===== config.mk =====
export PLATFORM = sky130hd
export DESIGN_NAME = mic_rec_ctrl_flat
export DESIGN_NICKNAME = d
export VERILOG_FILES = /design/src/rtl/mic_pkg.sv /design/src/rtl/mic_rec_ctrl_if.sv /design/src/rtl/mic_clk_gen.sv /design/src/rtl/mic_rec_ctrl.sv /design/src/flat_wrapper.sv
export SDC_FILE = /design/constraint.sdc
export NUM_CORES = 1
export LEC_CHECK = 0
export BUFFER_PORTS_ARGS = -buffer_cell sky130_fd_sc_hd__buf_4
export CORE_MARGIN = 5
export CORE_UTILIZATION = 59
export DETAILED_ROUTE_END_ITERATION = 8
export HOLD_SLACK_MARGIN = 0.08
export PLACE_DENSITY = 0.81
export SLEW_MARGIN = 30
export SYNTH_ARGS = -nofsm -noshare
export SYNTH_HDL_FRONTEND = slang
export SYNTH_SLANG_ARGS = --single-unit

===== constraint.sdc =====
create_clock -name clk -period 3.5 [get_ports clk]
set_input_delay 0.7 -clock clk [delete_from_list [all_inputs] [get_ports clk]]
set_output_delay 0.7 -clock clk [all_outputs]
set_load 0.01 [all_outputs]

===== src/rtl/mic_pkg.sv =====
// Shared types and default sizing for the PDM microphone record/playback path.
package mic_pkg;

  localparam int MCLK_HALF_D = 25;
  localparam int DEC_D       = 64;
  localparam int ADDR_W_D    = 14;
  localparam int SAMPLE_W_D  = 7;

  typedef enum logic [1:0] {
    IDLE   = 2'd0,
    RECORD = 2'd1,
    PLAY   = 2'd2
  } state_t;

endpackage


===== src/rtl/mic_rec_ctrl_if.sv =====
// Sample RAM port: the controller is master, the single-port RAM is slave.
interface mic_rec_ctrl_if
  import mic_pkg::*;
#(
  parameter int ADDR_W   = ADDR_W_D,
  parameter int SAMPLE_W = SAMPLE_W_D
);

  logic                mem_we;
  logic [ADDR_W-1:0]   mem_addr;
  logic [SAMPLE_W-1:0] mem_wdata;
  logic [SAMPLE_W-1:0] mem_rdata;

  modport master (
    output mem_we,
    output mem_addr,
    output mem_wdata,
    input  mem_rdata
  );

  modport slave (
    input  mem_we,
    input  mem_addr,
    input  mem_wdata,
    output mem_rdata
  );

endinterface


===== src/rtl/mic_clk_gen.sv =====
// Free-running microphone bit clock divider; tick marks the first high
// cycle of each mic_clk period.
module mic_clk_gen
  import mic_pkg::*;
#(
  parameter int MCLK_HALF = MCLK_HALF_D
) (
  input  logic clk,
  input  logic reset,
  output logic mic_clk,
  output logic tick
);

  localparam int CW = $clog2(MCLK_HALF + 1);
  localparam logic [CW-1:0] TC = CW'(MCLK_HALF - 1);

  logic [CW-1:0] cnt;

  always_ff @(posedge clk) begin
    if (!reset) begin
      cnt     <= '0;
      mic_clk <= 1'b0;
      tick    <= 1'b0;
    end else begin
      tick <= 1'b0;
      if (cnt == TC) begin
        cnt     <= '0;
        mic_clk <= ~mic_clk;
        tick    <= ~mic_clk;
      end else begin
        cnt <= cnt + CW'(1);
      end
    end
  end

endmodule


===== src/rtl/mic_rec_ctrl.sv =====
// PDM record/playback sequencer sharing one sample RAM.
// Define MIC_PLAY_LOOP_EN for continuous looped playback.
module mic_rec_ctrl
  import mic_pkg::*;
#(
  parameter int MCLK_HALF = MCLK_HALF_D,
  parameter int DEC       = DEC_D,
  parameter int ADDR_W    = ADDR_W_D,
  parameter int SAMPLE_W  = SAMPLE_W_D
) (
  input  logic                clk,
  input  logic                reset,
  input  logic                mic_data,
  output logic                mic_clk,
  output logic                mic_lr,
  input  logic                rec_req,
  input  logic                play_req,
  input  logic                stop_req,
  mic_rec_ctrl_if.master      mem,
  output logic [SAMPLE_W-1:0] pcm_out,
  output logic                pcm_valid,
  output logic                busy,
  output logic                done,
  output logic [ADDR_W:0]     length
);

  localparam int BW = $clog2(DEC + 1);
  localparam logic [BW-1:0] LAST_BIT = BW'(DEC - 1);
  localparam logic [ADDR_W:0] DEPTH = {1'b1, {ADDR_W{1'b0}}};
  localparam logic [ADDR_W:0] ONE = (ADDR_W+1)'(1);

`ifdef MIC_PLAY_LOOP_EN
  localparam bit LOOP = 1'b1;
`else
  localparam bit LOOP = 1'b0;
`endif

  state_t              state;
  state_t              state_n;
  logic                tick;
  logic                go_idle;
  logic                bound;
  logic                last;
  logic [BW-1:0]       bitcnt;
  logic [SAMPLE_W-1:0] acc;
  logic [SAMPLE_W-1:0] wdata_q;
  logic [ADDR_W:0]     wptr;
  logic [ADDR_W:0]     rptr;
  logic [ADDR_W-1:0]   addr_q;
  logic                we_q;

  mic_clk_gen #(
    .MCLK_HALF(MCLK_HALF)
  ) u_clk_gen (
    .clk    (clk),
    .reset  (reset),
    .mic_clk(mic_clk),
    .tick   (tick)
  );

  assign mic_lr        = 1'b0;
  assign busy          = (state != IDLE);
  assign bound         = tick && (bitcnt == LAST_BIT);
  assign last          = ((rptr + ONE) == length);
  assign mem.mem_we    = we_q;
  assign mem.mem_addr  = addr_q;
  assign mem.mem_wdata = wdata_q;

  always_ff @(posedge clk) begin
    if (!reset) state <= IDLE;
    else        state <= state_n;
  end

  always_comb begin
    state_n = state;
    go_idle = 1'b0;
    unique case (state)
      IDLE: begin
        if (rec_req)       state_n = RECORD;
        else if (play_req) state_n = PLAY;
      end
      RECORD: go_idle = stop_req || (we_q && wptr == DEPTH);
      PLAY: begin
        go_idle = stop_req || (length == '0) ||
                  (!LOOP && bound && last);
      end
      default: state_n = IDLE;
    endcase
    if (go_idle) state_n = IDLE;
  end

  always_ff @(posedge clk) begin
    if (!reset) begin
      we_q      <= 1'b0;
      addr_q    <= '0;
      wdata_q   <= '0;
      pcm_out   <= '0;
      pcm_valid <= 1'b0;
      done      <= 1'b0;
      length    <= '0;
      bitcnt    <= '0;
      acc       <= '0;
      wptr      <= '0;
      rptr      <= '0;
    end else begin
      we_q      <= 1'b0;
      pcm_valid <= 1'b0;
      done      <= go_idle;
      unique case (state)
        RECORD: begin
          // a stop in the last-bit cycle drops the partial sample
          if (go_idle) begin
            length <= wptr;
          end else if (tick) begin
            if (bitcnt == LAST_BIT) begin
              we_q    <= 1'b1;
              addr_q  <= wptr[ADDR_W-1:0];
              wdata_q <= acc + SAMPLE_W'(mic_data);
              wptr    <= wptr + ONE;
              acc     <= '0;
              bitcnt  <= '0;
            end else begin
              acc    <= acc + SAMPLE_W'(mic_data);
              bitcnt <= bitcnt + BW'(1);
            end
          end
        end
        PLAY: begin
          if (!stop_req && length != '0 && tick) begin
            if (bitcnt == LAST_BIT) begin
              pcm_out   <= mem.mem_rdata;
              pcm_valid <= 1'b1;
              bitcnt    <= '0;
              if (last) begin
                rptr   <= '0;
                addr_q <= '0;
              end else begin
                rptr   <= rptr + ONE;
                addr_q <= rptr[ADDR_W-1:0] + ADDR_W'(1);
              end
            end else begin
              bitcnt <= bitcnt + BW'(1);
            end
          end
        end
        default: begin
          bitcnt <= '0;
          acc    <= '0;
          wptr   <= '0;
          rptr   <= '0;
          addr_q <= '0;
        end
      endcase
    end
  end

endmodule


===== src/flat_wrapper.sv =====
// flat-port wrapper written by rule: the top's interface ports become plain ports
module mic_rec_ctrl_flat import mic_pkg::*;
#(
  parameter int MCLK_HALF = MCLK_HALF_D,
  parameter int DEC       = DEC_D,
  parameter int ADDR_W    = ADDR_W_D,
  parameter int SAMPLE_W  = SAMPLE_W_D
)
  (clk, reset, mic_data, mic_clk, mic_lr, rec_req, play_req, stop_req, pcm_out, pcm_valid, busy, done, length, mem_mem_we, mem_mem_addr, mem_mem_wdata, mem_mem_rdata);
  mic_rec_ctrl_if #(.ADDR_W(ADDR_W), .SAMPLE_W(SAMPLE_W)) mem_i ();
  input  logic clk;
  input  logic reset;
  input  logic mic_data;
  output logic mic_clk;
  output logic mic_lr;
  input  logic rec_req;
  input  logic play_req;
  input  logic stop_req;
  output logic [SAMPLE_W-1:0] pcm_out;
  output logic pcm_valid;
  output logic busy;
  output logic done;
  output logic [ADDR_W:0] length;
  output wire logic [$bits(mem_i.mem_we)-1:0] mem_mem_we;
  output wire logic [$bits(mem_i.mem_addr)-1:0] mem_mem_addr;
  output wire logic [$bits(mem_i.mem_wdata)-1:0] mem_mem_wdata;
  input wire logic [$bits(mem_i.mem_rdata)-1:0] mem_mem_rdata;
  assign mem_mem_we = mem_i.mem_we;
  assign mem_mem_addr = mem_i.mem_addr;
  assign mem_mem_wdata = mem_i.mem_wdata;
  assign mem_i.mem_rdata = mem_mem_rdata;
  mic_rec_ctrl #(.MCLK_HALF(MCLK_HALF), .DEC(DEC), .ADDR_W(ADDR_W), .SAMPLE_W(SAMPLE_W)) u_core (.clk(clk), .reset(reset), .mic_data(mic_data), .mic_clk(mic_clk), .mic_lr(mic_lr), .rec_req(rec_req), .play_req(play_req), .stop_req(stop_req), .mem(mem_i), .pcm_out(pcm_out), .pcm_valid(pcm_valid), .busy(busy), .done(done), .length(length));
endmodule

==> results of run 1 <==
-- layer usage --
| layer | part of all wire, % | wire (um) | vias up |
|---|---|---|---|
| met4 | 2.7 | 393 | 0 |
| met5 | 0 | 0 | - |
| met3 | 7.4 | 1090 | 31 |
| met2 | 46 | 6860 | 222 |
| met1 | 43 | 6420 | 2453 |
| li1 | - | - | 2403 |
-- state kept, by name, summed over array words and instances, names as in the netlist --
name                      cells
u_core.length                15
u_core.u_clk_gen.mic_clk      1
u_core.wptr                  15
u_core.mem.mem_addr          14
u_core.pcm_out                7
u_core.pcm_valid              1
u_core.acc                    7
u_core.state                  2
u_core.u_clk_gen.cnt          5
u_core.mem.mem_wdata          7
u_core.done                   1
u_core.mem.mem_we             1
u_core.rptr                  15
u_core.bitcnt                 7
u_core.u_clk_gen.tick         1
-- power groups by stage --
stage,combinational [W],clock [W],sequential (W)
2_1_floorplan,0.000636,0,0.00120
3_3_place_gp,0.000887,0,0.00120
3_5_place_dp,0.000915,0,0.00120
4_1_cts,0.000917,0.000768,0.00118
5_1_grt,0.00104,0.000815,0.00118
6_report,0.000949,0.000752,0.00118
-- synthesized netlist by cell type (3+ instances only) --
master | number | area share, %
dfxtp_1 | 99 | 37
nor2_1 | 65 | 4.5
nand2_1 | 45 | 3.1
nand3_1 | 41 | 3.8
o21ai_0 | 34 | 3.1
mux2i_1 | 31 | 5.7
a21oi_1 | 28 | 2.6
clkbuf_1 | 26 | 1.8
and3_1 | 23 | 2.7
inv_1 | 20 | 1.4
xor2_1 | 16 | 2.6
a22oi_1 | 15 | 2.1
o2bb2ai_1 | 14 | 2.3
o31ai_1 | 13 | 1.8
xnor2_1 | 13 | 2.1
ha_1 | 11 | 2.5
nand4_1 | 10 | 1.2
nor4_1 | 9 | 1.0
buf_2 | 8 | 0.74
nor3_1 | 8 | 0.74
a31oi_1 | 7 | 0.81
nand4b_1 | 7 | 1.1
nand2b_1 | 5 | 0.58
a211oi_1 | 4 | 0.55
a32o_1 | 4 | 0.74
and2_1 | 4 | 0.46
nand3b_1 | 4 | 0.55
nor3b_1 | 4 | 0.55
or3_1 | 4 | 0.46
a21o_1 | 3 | 0.42
and4_1 | 3 | 0.49
buf_6 | 3 | 0.62
nor4b_1 | 3 | 0.49
o22ai_1 | 3 | 0.35
-- what timing repair did --
item / 4_1_cts / 5_1_grt
endpoints found under the setup margin: 0 / 32
setup buffers: 0 / 2
resized for setup: 0 / 3
-- worst paths after layout --
check / startpoint / end / slack (ns) / cells after the start
max: u_core.rptr[1] / u_core.length[11] / 0.19 / 10
min: u_core.bitcnt[6] / u_core.bitcnt[6] / 0.45 / 2
max reg2reg: u_core.rptr[1] / u_core.length[11] / 0.19 / 10
min reg2reg: u_core.bitcnt[6] / u_core.bitcnt[6] / 0.45 / 2
-- worst min-delay path: stages (launching register included) --
cell and delay (ns):
dfxtp_1 0.32, nand2_1 0.06, a21oi_1 0.03
-- kinds of logic after synthesis --
family / after synthesis / synth area share (%)
simple gates: 250 / 25.2
compound gates: 144 / 19.0
flops: 99 / 36.6
buf+inv: 65 / 5.59
mux: 32 / 5.94
xor+xnor: 30 / 5.11
fa+ha+maj: 11 / 2.54
other cells: 1 / 0.0693
-- metrics by stage --
stage          setup TNS [ns]  setup slack [ns]  total power [W]  std cells
2_1_floorplan               0             0.436          0.00184        632
3_3_place_gp                0             0.293          0.00209        780
3_5_place_dp                0             0.116          0.00212        780
4_1_cts                     0            0.0650          0.00286        795
5_1_grt               -0.0295           -0.0295          0.00303        797
6_report                    0             0.187          0.00288        797
-- layout make-up --
| type | count | area share [%] |
|---|---|---|
| clock buffers | 10 | 2.22 |
| clock inverters | 5 | 0.988 |
| inverters | 21 | 1.27 |
| multi-input cells | 468 | 50.7 |
| flip-flops and latches | 99 | 31.9 |
| well taps | 111 | 2.24 |
| repair buffers | 83 | 10.6 |
==> reports/metrics.yaml, run 1 <==
setup_path:
  slowest_delay_ns: 0.47
  cp_num_buf_inv: 1
  critPathArrivalTime_ns: 3.56
  worst_setup_path_end_kind: "flop"
  startpoint_type: "flop"
  crit_type: "reg2reg"
  cp_data_required_time_ns: 3.74
  crit_chain: "ha_2, nand3_4, nor4_4, xor2_1, a2111o_1, nor4_4, buf_4, a2bb2o_4, mux2i_1, nor2_1"
  crit_fanout: 15
  cp_slowest_cell: "a2111o_1"
  critPathTopFamily: "simple AND/OR/NAND/NOR gates"
  crit_top_cell: "nor4_4"
synth:
  netlist_instances: 632
  seq_area_frac_synth_pct: 36.6
  syn_avg_cell_area_um2: 8.57
  synth_area_um2: 5410
  ys_async_sr_fraction_pct: 0
  synth_fp_nets: 656
  ys_warn_count: 0
  synth_edf_count: 0
  synth.ff_latch_count: 99
  synth-main-ff-cell: "dfxtp_1"
  ys_types: 68
layout:
  finish.utilization_pct: 68.1
  n_antenna_cell: 0
  n_fill_cell: 767
  fin_area_um2: 6200
  seqCellArea_um2: 1980
  final_cell_mix: "dfxtp_1 (99), buf_4 (80), nor2_1 (65)"
  layout_commonest_cell: "dfxtp_1"
  multi_input_area_um2: 3150
  area_growth_pct: 14.6
  nNetsFinal: 706
  drive_gt1_share_pct: 17.3
timing:
  setup_violations: 0
  maxSlewHeadroom_pct: 55.5
  fin_worst_skew_ns: 0.0145
  worst_pin_slew_ns: 0.667
  hold_viol: 0
  slew_viol_final: 0
  whs_ns: 0.445
  post-route-period-util_pct: 94.7
  max_freq_mhz: 302
  fin_crit_ns: 3.31
pwr:
  ir_drop_v: 0.000340
  seqPwrFrac_pct: 40.9
  power_leakage_nw: 2.49
  intPower_w: 0.00181
  combPwrFrac_pct: 33.0
  p_switching_w: 0.00106
  clkPwrFrac_pct: 26.1
  p_per_area_nw_per_um2: 464
  swShare_pct: 37.0
clocking:
  cts_buffers: 9
  clk_path_buf_depth: 2
  cts_max_level: 3
  cts_tree: "yes"
  cts.hold.buffers_added: 0
  clkTransAtPathRegs_ns: 0.10
  cts_sinks: 99
  cts-root-buf: "clkbuf_8"
  clk_latency_ns: 0.36
route:
  drc: 0
  firstDrtPassIters: 6
  drt-initial-drc-count: 334
  num_vias: 5109
  drtAntennaViolNets: 0
  vias_per_cell: 6.41
  wl_mm: 14.8
  wl_per_cell_um: 18.5
global_routing:
  grt_max_degree: 34
  antenna_found_initial: 0
  grt_usage_pct: 26.1
  grt_util_met1_pct: 33.8
  top_usage_layer: "met2"
  grt_overflow_total: 0
  grt_pass1_vias: 4837
  grt.met3_usage_pct: 5.94
  grt.met2_usage_pct: 42.3
  grt_pass1_wl_mm: 23.9
floorplanning:
  start_util_pct: 59.4
  die_width_um: 106
  ios: 62
  coreArea_um2: 9110
  die_y_um: 106
  rows: 35
  die_area_um2: 11200
flow_run:
  drv_cap: 0
placed_design:
  dpl_cell_area_um2: 5960
  place.gp.congestion: 0.991
  dp_hpwl_mm: 10.9
  io_buffer_count: 60
hold_path:
  hp-class: "reg2reg"
outcome:
  outcome: "complete, no violations"
Power figures use the tool's default switching activity.
==> inputs of run 2 (changes only) <==
--- a/config.mk
+++ b/config.mk
@@ -6,11 +6,12 @@
 export NUM_CORES = 1
 export LEC_CHECK = 0
 export BUFFER_PORTS_ARGS = -buffer_cell sky130_fd_sc_hd__buf_4
+export CAP_MARGIN = 20
 export CORE_MARGIN = 5
-export CORE_UTILIZATION = 59
+export CORE_UTILIZATION = 40
 export DETAILED_ROUTE_END_ITERATION = 8
 export HOLD_SLACK_MARGIN = 0.08
-export PLACE_DENSITY = 0.81
+export PLACE_DENSITY = 0.59
 export SLEW_MARGIN = 30
 export SYNTH_ARGS = -nofsm -noshare
 export SYNTH_HDL_FRONTEND = slang
==> run 2 against run 1 <==
  * Clock power is 44% higher
  * Sequential share of layout area is 1.4 points lower
  * Worst setup slack better by 0.016 ns
  * First-iteration DRC count is 18% higher
  * Final cell count is 8.9% higher
  * Non-clock buffer count is 5 higher
  * Cell area is 4.5% higher
  * Wire length is 8.3% higher
  * Sequential cell count stayed put
  * Clock skew is 0.0047 ns lower
  * Maximum frequency is 0.48% higher
  * Global-route usage is 5.8 points lower
  * Largest power group unchanged
==> reports/metrics.yaml, run 2 (synthesis gave the netlist of run 1 again) <==
placed_design:
  pre_cts_ws_ns: -0.104
  place.gp.congestion: 0.907
  dp_hpwl_mm: 11.9
  dpl_cell_area_um2: 6120
  io_buffer_count: 60
timing:
  hold_viol: 0
  maxSlewHeadroom_pct: 58.3
  setup_tns_ns: 0
  grt_setup_unrepaired: "false"
  layout_setup_ws_ns: 0.203
  setup_violations: 0
  worst_pin_slew_ns: 0.623
  max_freq_mhz: 303
  fin_crit_ns: 3.30
  post-route-period-util_pct: 94.2
  fin_worst_skew_ns: 0.00974
  slew_viol_final: 0
global_routing:
  grt_pass1_vias: 4822
  grt_overflow_total: 0
  grt_pass1_wl_mm: 26.0
  grt_max_degree: 28
  grt_usage_pct: 20.3
  antenna_found_initial: 0
route:
  firstDrtPassIters: 5
  drt-initial-drc-count: 393
  wl_per_cell_um: 18.4
  drc: 0
  drtAntennaViolNets: 0
  wl_mm: 16.0
  vias_per_cell: 5.78
  num_vias: 5016
pwr:
  p_per_area_nw_per_um2: 500
  power_leakage_nw: 2.60
  ir_drop_v: 0.000238
  finalPower_w: 0.00324
setup_path:
  startpoint_type: "flop"
  reg2reg_depth: 11
  critPathArrivalTime_ns: 3.54
  crit_chain: "ha_1, and3_2, nand4_1, and3b_1, nor4b_1, buf_4, and2_1, a21oi_1, buf_4, a22oi_1, o2bb2ai_1"
  crit_top_cell: "buf_4"
  crit_type: "reg2reg"
  crit_fanout: 7
  regToRegSetupSlack_ns: 0.20
  worst_setup_path_end_kind: "flop"
  cp_slowest_cell: "dfxtp_1"
  r2r-end: "u_core.mem.mem_addr[1]"
  r2r-start: "u_core.rptr[1]"
  slowest_delay_ns: 0.43
  cp_data_required_time_ns: 3.74
hold_path:
  hold_depth: 2
  hp-start: "u_core.bitcnt[6]"
  hp-class: "reg2reg"
  min_to: "u_core.bitcnt[6]"
layout:
  nNetsFinal: 711
  area_growth_pct: 19.8
  top_regs: "u_core.length: 15 flops, u_core.rptr: 15 flops, u_core.wptr: 15 flops"
  n_antenna_cell: 0
  drive_gt1_share_pct: 18.2
  fin_area_um2: 6490
  layout_commonest_cell: "dfxtp_1"
  final_cell_mix: "dfxtp_1 (99), buf_4 (84), nor2_1 (65)"
floorplanning:
  start_util_pct: 40.9
  ios: 62
  die_y_um: 126
  rows: 42
  die_width_um: 126
  die_area_um2: 16000
  coreArea_um2: 13200
clocking:
  cts_sinks: 99
  clk_latency_ns: 0.36
  clk_path_buf_depth: 2
  cts_max_level: 3
  cts_buffers: 9
  cts-root-buf: "clkbuf_16"
  cts_tree: "yes"
  clkTransAtPathRegs_ns: 0.06
outcome:
  outcome: "complete, no violations"
flow_run:
  drv_cap: 0
run 2: cell type report:
type                       count  area (um2)
sequential                    99        1980
inverter                      21        78.8
fill                        1329        6760
tap                          176         220
multi-input combinational    468        3160
clock buffer                  14         294
clock inverter                 2        38.8
timing repair buffer          88         711
run 2: how the worst max path moves through the flow:
stage / start / to / slack, ns / cells past startpoint
after floorplan: u_core.rptr[0] / u_core.length[12] / 0.44 / 11
after global placement: u_core.rptr[1] / u_core.mem.mem_addr[2] / -0.21 / 12
after detailed placement: u_core.rptr[1] / u_core.mem.mem_addr[11] / -0.10 / 12
after CTS: u_core.rptr[1] / u_core.bitcnt[2] / 0.08 / 10
after global routing: u_core.rptr[1] / u_core.length[1] / 0.03 / 10
final: u_core.rptr[1] / u_core.mem.mem_addr[1] / 0.20 / 11
run 2: through the flow:
step,cells,hold slack (ns),util (%)
4_1_cts,868,0.433,48.8
5_1_grt,868,0.453,49.0
3_5_place_dp,852,0.424,46.2
6_report,868,0.433,49.0
2_1_floorplan,632,0.407,-
3_3_place_gp,852,0.416,46.2
run 2: timing repair:
action,4_1_cts,5_1_grt
setup buffers,0,0
endpoints found under the setup margin,47,53
hold buffers,0,0
gates resized for setup,2,4
run 2: per-layer routing:
metal  routed length (um)  global-route usage [%]  share of wire [%]
met1                 7330                    27.4                 46
met2                 7180                    32.0                 45
met3                  966                    3.45                6.0
met4                  501                    8.90                3.1
met5                    0                       0                  0
run 2: where the power goes:
group	switching (W)	leakage, nW	internal, W	total, W
registers	0.0000223	0.798	0.00115	0.00118
clock network	0.000429	0.166	0.000654	0.00108
logic	0.000662	1.63	0.000322	0.000983
total	0.00111	2.60	0.00213	0.00324
run 2: worst max-delay path: cells and delay by family (launching register included):
kind,cells,cell delay [ns]
buf+inv,2,0.45
flops,1,0.43
simple gates,5,1.48
compound gates,3,0.48
fa+ha+maj,1,0.33
==> inputs of run 3 (changes only) <==
--- a/config.mk
+++ b/config.mk
@@ -7,11 +7,13 @@
 export LEC_CHECK = 0
 export BUFFER_PORTS_ARGS = -buffer_cell sky130_fd_sc_hd__buf_4
 export CAP_MARGIN = 20
+export CELL_PAD_IN_SITES_DETAIL_PLACEMENT = 0
+export CELL_PAD_IN_SITES_GLOBAL_PLACEMENT = 1
 export CORE_MARGIN = 5
 export CORE_UTILIZATION = 40
 export DETAILED_ROUTE_END_ITERATION = 8
 export HOLD_SLACK_MARGIN = 0.08
-export PLACE_DENSITY = 0.59
+export PLACE_DENSITY = 0.74
 export SLEW_MARGIN = 30
 export SYNTH_ARGS = -nofsm -noshare
 export SYNTH_HDL_FRONTEND = slang
==> run 3 against run 2 <==
  * Via count up 0.38%
  * Highest routed layer unchanged
  * Final cell count decreased by 0.23%
  * Sequential cell count did not move
  * Worst setup slack got worse by 0.0056 ns
  * Power down 0.44%
  * Maximum frequency down 0.17%
  * Register-to-register slack hardly changed
  * Die area unchanged
==> reports/metrics.yaml, run 3 (synthesis gave the netlist of run 1 again) <==
outcome:
  outcome: "complete, no violations"
layout:
  multi_input_area_um2: 3160
  drive_gt1_share_pct: 18.6
  n_antenna_cell: 0
  final_cell_mix: "dfxtp_1 (95), buf_4 (83), nor2_1 (65)"
  n_fill_cell: 1293
  seqCellArea_um2: 1990
  finish.utilization_pct: 48.7
  layout_commonest_cell: "dfxtp_1"
  fin_area_um2: 6450
  area_growth_pct: 19.1
  top_regs: "u_core.length: 15 flops, u_core.rptr: 15 flops, u_core.wptr: 15 flops"
  nNetsFinal: 709
route:
  wl_per_cell_um: 18.9
  vias_per_cell: 5.81
  drc: 0
  num_vias: 5035
  wl_mm: 16.4
  firstDrtPassIters: 5
  drt-initial-drc-count: 435
  drtAntennaViolNets: 0
clocking:
  clk_path_buf_depth: 2
  cts_tree: "yes"
  cts_max_level: 3
  clk_latency_ns: 0.35
  cts-root-buf: "clkbuf_16"
  clkTransAtPathRegs_ns: 0.08
  cts_buffers: 9
  cts_sinks: 99
  cts.hold.buffers_added: 0
timing:
  hold_viol: 0
  fin_crit_ns: 3.30
  grt_setup_unrepaired: "false"
  maxSlewHeadroom_pct: 63.1
  post-route-period-util_pct: 94.4
  slew_viol_final: 0
  setup_violations: 0
  worst_pin_slew_ns: 0.551
  setup_tns_ns: 0
  whs_ns: 0.429
  fin_worst_skew_ns: 0.0135
  max_freq_mhz: 303
placed_design:
  dp_hpwl_mm: 11.9
  place.gp.congestion: 0.916
  dpl_cell_area_um2: 6070
  io_buffer_count: 60
hold_path:
  hp-start: "u_core.bitcnt[6]"
  hp-class: "reg2reg"
pwr:
  ir_drop_v: 0.000318
  clkPwrFrac_pct: 32.8
  p_switching_w: 0.00119
  p_per_area_nw_per_um2: 501
  intPower_w: 0.00204
  seqPwrFrac_pct: 36.4
  combPwrFrac_pct: 30.7
  swShare_pct: 36.7
  power_leakage_nw: 2.56
floorplanning:
  die_width_um: 126
  coreArea_um2: 13200
  start_util_pct: 40.9
  die_y_um: 126
  die_area_um2: 16000
  rows: 42
  ios: 62
global_routing:
  antenna_found_initial: 0
  grt_overflow_total: 0
  grt_pass1_vias: 4723
  grt_max_degree: 59
  grt_usage_pct: 20.1
  grt_pass1_wl_mm: 26.0
setup_path:
  r2r-end: "u_core.mem.mem_addr[0]"
  crit_end: "u_core.mem.mem_addr[0]"
  startpoint_type: "flop"
  worst_setup_path_end_kind: "flop"
  regToRegSetupSlack_ns: 0.20
  cp_data_required_time_ns: 3.73
  cp-startpoint: "u_core.rptr[3]"
  r2r-start: "u_core.rptr[3]"
  critPathArrivalTime_ns: 3.53
  crit_type: "reg2reg"
  reg2reg_depth: 10
  crit_fanout: 14
flow_run:
  drv_cap: 0
## run 3: cell count changes in the layout (fill, tap and decap cells not counted), moves of 2 or more
| cell | previous run | this run |
|---|---|---|
| clkbuf_8 | 5 | 0 |
| dfxtp_1 | 99 | 95 |
| dfxtp_2 | 0 | 4 |
| clkinv_4 | 0 | 2 |
## run 3: worst max-delay path: stages, from the launching register on
cell and delay, ns:
dfxtp_1 0.53, nand4_4 0.19, or3_1 0.37, a32o_1 0.31
a2111o_1 0.42, nor4_4 0.52, buf_4 0.22, nand3_4 0.11
a32oi_4 0.18, buf_4 0.23, o2bb2ai_1 0.09
## run 3: layer usage
metal	up-vias	global-route usage [%]	part of all wire, %	wire length, um
met5	-	0	0	0
met4	0	7.13	3.1	505
met3	36	3.74	6.3	1030
met2	189	31.9	45	7460
met1	2396	27.4	45	7400
li1	2414	-	-	-
## run 3: how the worst min path moves through the flow
| stage | cells after the start | endpoint |
|---|---|---|
| global placement | 2 | u_core.bitcnt[6] |
| finish | 2 | u_core.bitcnt[6] |
| detailed placement | 2 | u_core.bitcnt[6] |
| floorplan | 2 | u_core.bitcnt[6] |
| global route | 2 | u_core.bitcnt[6] |
| CTS | 2 | u_core.bitcnt[6] |
## run 3: cell type report
cell class | instances | area share, %
flip-flops and latches | 99 | 30.8
inverters | 21 | 1.22
clock buffers | 10 | 3.55
clock inverters | 6 | 1.30
multi-input cells | 468 | 49.1
repair buffers | 86 | 10.6
well taps | 176 | 3.42
## run 3: power groups by stage
stage / registers (W) / clock network [W] / logic, W
after global placement: 0.00120 / 0 / 0.000946
after CTS: 0.00118 / 0.00108 / 0.000956
after detailed placement: 0.00120 / 0 / 0.000952
final: 0.00118 / 0.00106 / 0.000992
after floorplan: 0.00120 / 0 / 0.000636
after global routing: 0.00118 / 0.00113 / 0.00109
## run 3: repair_timing
action,CTS,global route
endpoints found under the setup margin,0,68
resized for setup,0,10
buffers inserted,0,2
## run 3: metrics by stage
step | setup slack, ns | std cells | total power, W
detailed placement | 0.0459 | 848 | 0.00215
CTS | 0.0363 | 864 | 0.00321
finish | 0.197 | 866 | 0.00323
global route | 0.0140 | 866 | 0.00340
floorplan | 0.436 | 632 | 0.00184
global placement | 0.0791 | 848 | 0.00215
